$ cat src/rtl/max_norm_feeder.sv
`default_nettype none
// ============================================================================
//  Module      : max_norm_feeder
//  Description : Buffers one frame of signed samples while tracking the
//                frame's maximum magnitude, then replays the frame one sample
//                per cycle as (sample, max magnitude) pairs for a
//                fixed-latency divider.
//  Revision    : 1.0  initial release
// ============================================================================
module max_norm_feeder #(
    parameter int DATA_WIDTH = 12,
    parameter int FRAME_LEN  = 16
) (
    input  logic                         clk,
    input  logic                         rst_n,
    input  logic                         flush,
    input  logic                         in_valid,
    output logic                         in_ready,
    input  logic signed [DATA_WIDTH-1:0] in_data,
    output logic                         out_valid,
    output logic signed [DATA_WIDTH-1:0] out_rs1,
    output logic        [DATA_WIDTH-1:0] out_rs2,
    output logic                         out_last,
    output logic                         sat_seen
);

    localparam int MAG_W = DATA_WIDTH - 1;
    localparam int IDX_W = (FRAME_LEN > 1) ? $clog2(FRAME_LEN) : 1;
    localparam logic [IDX_W-1:0] c_LAST_IDX = IDX_W'(FRAME_LEN - 1);
    localparam logic signed [DATA_WIDTH-1:0] c_MOST_NEG =
        {1'b1, {(DATA_WIDTH-1){1'b0}}};
    localparam logic signed [DATA_WIDTH-1:0] c_CLAMP_NEG =
        {1'b1, {(DATA_WIDTH-2){1'b0}}, 1'b1};

    typedef enum logic [0:0] {
        ST_FILL   = 1'b0,
        ST_REPLAY = 1'b1
    } state_t;

    state_t                        r_state;
    logic signed [DATA_WIDTH-1:0]  r_buf [FRAME_LEN];
    logic        [IDX_W-1:0]       r_wr_idx;
    logic        [IDX_W-1:0]       r_rd_idx;
    logic        [MAG_W-1:0]       r_max;
    logic                          r_sat_pend;

    logic                          w_accept;
    logic                          w_is_most_neg;
    logic signed [DATA_WIDTH-1:0]  w_clamped;
    logic        [MAG_W-1:0]       w_mag;
    logic        [MAG_W-1:0]       w_max_eff;

    // The block only listens for samples while filling.
    assign in_ready = (r_state == ST_FILL);

    // flush wins over acceptance so a sample presented alongside it is dropped.
    assign w_accept = in_valid && in_ready && !flush;

    // The most negative code has no positive twin; fold it one step inward so
    // every stored sample's magnitude fits in MAG_W bits.
    assign w_is_most_neg = (in_data == c_MOST_NEG);
    assign w_clamped     = w_is_most_neg ? c_CLAMP_NEG : in_data;
    assign w_mag         = w_clamped[DATA_WIDTH-1] ? MAG_W'(-w_clamped)
                                                   : w_clamped[MAG_W-1:0];

    // A zero max would make the divider divide by zero; 1 keeps quotients at 0.
    assign w_max_eff = (r_max == '0) ? MAG_W'(1) : r_max;

    // Sample storage: written at the fill index on every accepted sample.
    always_ff @(posedge clk) begin
        if (w_accept) begin
            r_buf[r_wr_idx] <= w_clamped;
        end
    end

    // Fill/replay sequencer with registered divider-side outputs.
    always_ff @(posedge clk or negedge rst_n) begin
        if (!rst_n) begin
            r_state    <= ST_FILL;
            r_wr_idx   <= '0;
            r_rd_idx   <= '0;
            r_max      <= '0;
            r_sat_pend <= 1'b0;
            out_valid  <= 1'b0;
            out_rs1    <= '0;
            out_rs2    <= '0;
            out_last   <= 1'b0;
            sat_seen   <= 1'b0;
        end else if (flush) begin
            r_state    <= ST_FILL;
            r_wr_idx   <= '0;
            r_rd_idx   <= '0;
            r_max      <= '0;
            r_sat_pend <= 1'b0;
            out_valid  <= 1'b0;
            out_last   <= 1'b0;
            sat_seen   <= 1'b0;
        end else begin
            case (r_state)
                ST_FILL: begin
                    // Drain edge of the previous frame: drop beat qualifiers.
                    out_valid <= 1'b0;
                    out_last  <= 1'b0;
                    sat_seen  <= 1'b0;
                    if (w_accept) begin
                        if (w_is_most_neg) begin
                            r_sat_pend <= 1'b1;
                        end
                        if (w_mag > r_max) begin
                            r_max <= w_mag;
                        end
                        if (r_wr_idx == c_LAST_IDX) begin
                            r_wr_idx <= '0;
                            r_rd_idx <= '0;
                            r_state  <= ST_REPLAY;
                        end else begin
                            r_wr_idx <= r_wr_idx + 1'b1;
                        end
                    end
                end
                ST_REPLAY: begin
                    out_valid <= 1'b1;
                    out_rs1   <= r_buf[r_rd_idx];
                    out_rs2   <= {1'b0, w_max_eff};
                    out_last  <= (r_rd_idx == c_LAST_IDX);
                    // Saturation status is latched once per frame at beat 0.
                    if (r_rd_idx == '0) begin
                        sat_seen   <= r_sat_pend;
                        r_sat_pend <= 1'b0;
                    end
                    if (r_rd_idx == c_LAST_IDX) begin
                        r_rd_idx <= '0;
                        r_max    <= '0;
                        r_state  <= ST_FILL;
                    end else begin
                        r_rd_idx <= r_rd_idx + 1'b1;
                    end
                end
                default: begin
                    r_state <= ST_FILL;
                end
            endcase
        end
    end

endmodule
`default_nettype wire

$ cat config.mk
export PLATFORM = sky130hd
export DESIGN_NAME = max_norm_feeder
export DESIGN_NICKNAME = d
export VERILOG_FILES = /design/src/rtl/max_norm_feeder.sv
export SDC_FILE = /design/constraint.sdc
export NUM_CORES = 1
export LEC_CHECK = 0
export CAP_MARGIN = 20
export CORE_MARGIN = 1
export CORE_UTILIZATION = 50
export CTS_BUF_LIST = sky130_fd_sc_hd__clkbuf_8
export DETAILED_ROUTE_END_ITERATION = 8
export PLACE_DENSITY = 0.68
export SYNTH_ARGS = -nofsm -noshare
export SYNTH_HDL_FRONTEND = slang
export SYNTH_SLANG_ARGS = --single-unit
$ cat constraint.sdc
create_clock -name clk -period 4.9 [get_ports clk]
set_input_delay 0.98 -clock clk [delete_from_list [all_inputs] [get_ports clk]]
set_output_delay 0.98 -clock clk [all_outputs]
set_load 0.01 [all_outputs]
# == Word level (Yosys, flattened, before mapping) ==
# Memories as Yosys holds them, arrays and structs flattened. A register that Yosys moved wholly into a read port is not among the register bits.
# Index checks and enable logic that the tools add are counted.
# totals
in_bits,16
n_memories,1
wordCells,74
mem_bits_rw,192
out_inout_bits,28
ff_bits,35
# mem_list
name,words,word_bits,rd,rd_clocked_by_memory_dff,write_ports,line,rtl
r_buf,16,12,1,1,1,41,logic signed [DATA_WIDTH-1:0] r_buf [FRAME_LEN];
# classes
addsub,3
mux,36
bitwise,2
eq_ne,10
reduce_logical,12
order_cmp,1
# op_table
cell,n
$mux 11,6
$mux 4,8
$pmux 11 s2,1
$ne 3x2->1 const B,6
$mux 1,14
$eq 12x12->1 const B,1
$mux 12,1
$gt 11x11->1,1
$logic_not 11->1,1
$neg 11->11,1
$pmux 1 s2,5
$add 4x1->4 const B,2
$eq 4x4->1 const B,2
$pmux 4 s2,1
$reduce_and 2->1,3
$reduce_and 3->1,2
$logic_not 4->1,1
$logic_and 1x1->1,2
$logic_not 1->1,2
$ne 2x2->1 const B,1
$not 1->1,2
$reduce_bool 2->1,1

# == Logic depth before layout (Yosys ltp) ==
# logic_depth
word_depth,9
depth_mapped,16

# == Worst setup path before layout ==
# OpenSTA, ideal clock, no wires.
# synth_timing
kind,input to register
from,input port in_data[8]
to,register r_max[0]
arrival_time_ns,3.986
path_slack_ns,0.792
path_buffers,1
path_stages,15
cell_sequence,or3_1 > nor3_1 > and3_1 > nor2_1 > ha_1 > nand2b_1 > o21ai_0 > xnor2_1 > ha_1 > a21oi_1 > o21ai_0 > a2111oi_0 > nor3b_1 > clkbuf_1 > a32o_1
# synth_between
elab_chain_cells,8
# synth_lines
item,line,rtl
from (decl),19,"input logic signed [DATA_WIDTH-1:0] in_data,"
$eq 12x12->1,61,assign w_is_most_neg = (in_data == c_MOST_NEG);
$mux 12 *,62,assign w_clamped = w_is_most_neg ? c_CLAMP_NEG : in_data;
$neg 11->11,63,assign w_mag = w_clamped[DATA_WIDTH-1] ? MAG_W'(-w_clamped)
$mux 11 *,63,
branches (longest 4 deep; another with $gt 11x11->1),n/a,
to (signal assigned),110,r_max <= w_mag;
to (decl),44,logic [MAG_W-1:0] r_max;
# Mark *: on every way between the ends. The select of a mux whose other input is x is not followed.
# A chain may end at the register's enable or synchronous reset.

# == Worst setup path in the final report ==
# layout_timing
from,input port in_data[8]
to,register r_max[1]
# The elaborated chain is that of the path after synthesis.

==> summary.md <==
| Metric | Value |
|---|---|
| Clk buf depth | `3` |
| WHS | `0.485 ns` |
| RSZ-0062 raised after global routing | `false` |
| Final Hold Vio Count | `0` |
| Fin crit period | `4.35 ns` |
| # setup viols final | `0` |
| Most used flip-flop cell after synthesis | `edfxtp_1` |
| Worst min path class | `reg -> reg` |
| Peak VDD IR | `170 µV` |
| Fraction of registers with async set/reset | `0.197` |
| CTS Root Cell | `clkbuf_8` |
| CP Max Fanout | `11` |
| Synth top area cells | `edfxtp_1, dfrtp_1, mux4_2` |
| Vias in the first global route | `5604` |
| Max_cap viols | `0` |
| Area share of the leading cell type in the synthesized netlist | `0.580` |
| Total track usage | `0.221` |
| First-pass GRT wire length | `roughly 33 mm` |
| Avg Inst Size Synth | `17.5 µm²` |
| Clk_skew | `0.0133 ns` |
| Post-synthesis sequential area ratio | `0.698` |
| Post-CTS Hold Buffers | `0` |
| Yosys reg bits | `239` |
| Placement-stage cell area | `roughly 0.011 mm²` |
| FP Rows | `51` |
| Worst Setup Path Type | `in -> reg` |
| DRT antenna net count | `0` |
| Finished Cell Area | `0.0113 mm²` |
| Count leader, synth | `edfxtp_1` |
| Num CTS Buffers | `38` |
| Area Overhead vs Synth | `14.1%` |
| Largest net degree at the start of global routing | `50` |
| Clk slew on worst S/H paths | `0.06 ns` |
| Vias | `5274` |
| Initial Util | `0.511` |
| CTS sink count | `239` |
| Crit path required time | `between 5 and 6 ns` |
| Drt pass-1 iters | `5` |
| Synth warn | `0` |
| Nets | `between 600 and 700` |
| Cell Count Post-Placement | `859` |
| Worst skew pair latency | `0.51 ns` |
| Leakage dissipation | `3.92 nW` |
| Gates resized, CTS repair | `0` |
| Setup TNS Final | `0 ns` |
| CP startpoint kind | `primary input` |
| Commonest cells in the netlist | `edfxtp_1, dfrtp_1, mux4_2` |
| GPL Wtd Cong | `0.817` |
| Drt total wl | `21.0 mm` |
| Post-Syn Area | `0.00995 mm²` |
| Dpl hpwl | `between 10 and 15 mm` |
| CP Capture Type | `register` |
| Die Span X | `roughly 140 µm` |
| DIE AREA | `0.0205 mm²` |
| Number of synthesized flops with an enable pin | `192` |
| Mapped Nets | `603` |
| Peak Freq | `0.230 GHz` |
| Slew at the pin closest to its max-slew limit | `0.822 ns` |
| Die H | `~140 µm` |
| Max transition margin | `0.452` |
| Post-CTS Setup Inserts | `0` |
| DR vias/cell | `5.70` |
| Slew Limit Fails | `0` |
| WL/cell | `between 20 and 25 µm` |
| CTS tree | `built` |
| Status | `complete, no violations` |
| Share of layout cells above drive strength 1 | `0.177` |
| H-tree levels | `2` |
| Core area | `0.0195 mm²` |
| Dominant cell type by area after synthesis | `edfxtp_1` |
| Post-route DRC | `0` |
| Initial antenna violation count | `0` |
| Ratio of final minimum period to clock period | `0.887` |
| Cell Count, Final, Fillers Out | `~900` |
| I/O pin cnt | `44` |
| Grt total ovfl | `0` |
| PortBufs | `42` |
| Cells after synthesis | `569` |
| PwrDens | `342 mW/mm²` |
| # diodes | `0` |
| Synth cell types | `44` |
| DRT iter0 DRCs | `337` |
| CP Data Arrival Time | `between 4 and 5 ns` |
[cell usage in the layout (no fill, tap or decap), drive strengths merged, types with 2 or more instances in the layout]
cell type,Yosys,routed
nand4,3,3
clkinv,0,7
nand2b,4,4
xnor2,5,5
mux4,48,48
nand3b,2,2
nand2,23,23
dfrtp,47,47
and3,2,2
nand3,2,2
nor2,13,13
inv,20,40
mux2,12,12
nor3,19,19
a21oi,9,9
a211oi,3,3
buf,13,26
and2,17,17
o41ai,4,4
a31oi,2,2
nor3b,4,4
o21ai,26,26
mux2i,14,14
a221o,12,12
clkdlybuf4s50,0,41
or3,3,3
ha,18,18
clkbuf,29,40
nor4,2,2
edfxtp,192,192
a32o,11,11
[layout make-up]
class,count,area [µm²]
multi-input combinational,268,2730
fill,1471,8120
inverter,20,75.1
sequential,239,6940
clock buffer,40,551
timing repair buffer,67,603
tap,265,332
clock inverter,27,108
[worst max-delay path: stages]
cell             delay (ns)
clkdlybuf4s50_1        0.42
or3_1                  0.41
nor3_1                 0.20
and3_1                 0.23
nor2_1                 0.08
ha_1                   0.21
nand2b_1               0.16
o21ai_0                0.13
xnor2_1                0.24
ha_1                   0.30
a21oi_1                0.12
o21ai_0                0.09
a2111oi_0              0.52
nand4b_1               0.45
a32o_1                 0.25
[report_power, final]
group | total, mW | internal (mW) | leakage, nW | switching [mW]
Combinational | 0.185 | 0.0671 | 1.14 | 0.118
Sequential | 2.23 | 2.22 | 2.38 | 0.0119
Clock | 1.47 | 0.752 | 0.407 | 0.717
Total | 3.88 | 3.04 | 3.92 | 0.847
[per-layer routing]
layer / global-route usage / vias up / part of all wire
met1: 0.301 / 2749 / 0.44
met2: 0.370 / 112 / 0.50
met4: 0.0577 / 0 / 0.013
li1: - / 2387 / -
met5: 0 / - / 0
met3: 0.0386 / 26 / 0.044
[metrics by stage]
step	utilization	total power, mW	worst slack [ns]
final	0.583	3.88	0.554
after detailed placement	0.549	2.45	0.0155
after CTS	0.583	3.92	0.558
after global routing	0.583	4.04	0.289
after global placement	0.549	2.45	-0.123
after floorplan	-	2.37	0.792
[flip-flops by register name, indices dropped and copies added (netlist names)]
name        flops
out_last        1
out_rs1        12
out_rs2        11
out_valid       1
r_buf         192
r_max          11
r_rd_idx        4
r_sat_pend      1
r_state         1
r_wr_idx        4
sat_seen        1
[path summary, 6_finish.rpt]
check	from	endpoint	slack, ns	cells after the start
setup / recovery	in_data[8]	r_max[1]	0.55	15
hold / removal	out_rs2[9]	out_rs2[9]	0.48	2
setup reg to reg	r_rd_idx[2]	r_max[1]	2.43	5
hold reg to reg	out_rs2[9]	out_rs2[9]	0.48	2
max in group asynchronous	rst_n	r_rd_idx[1]	3.83	2
min in group asynchronous	rst_n	out_rs2[2]	0.59	2
[kinds of logic (layout without fill, tap and decap cells)]
family,Yosys count,after routing,synth area share
compound gates,72,72,0.0535
xor+xnor,6,6,0.00528
fa+ha+maj,18,18,0.0226
buf+inv,62,154,0.0274
flops,239,239,0.698
mux,74,74,0.142
other cells,1,1,0.000377
simple gates,97,97,0.0504
(Power assumes the default switching activity.)
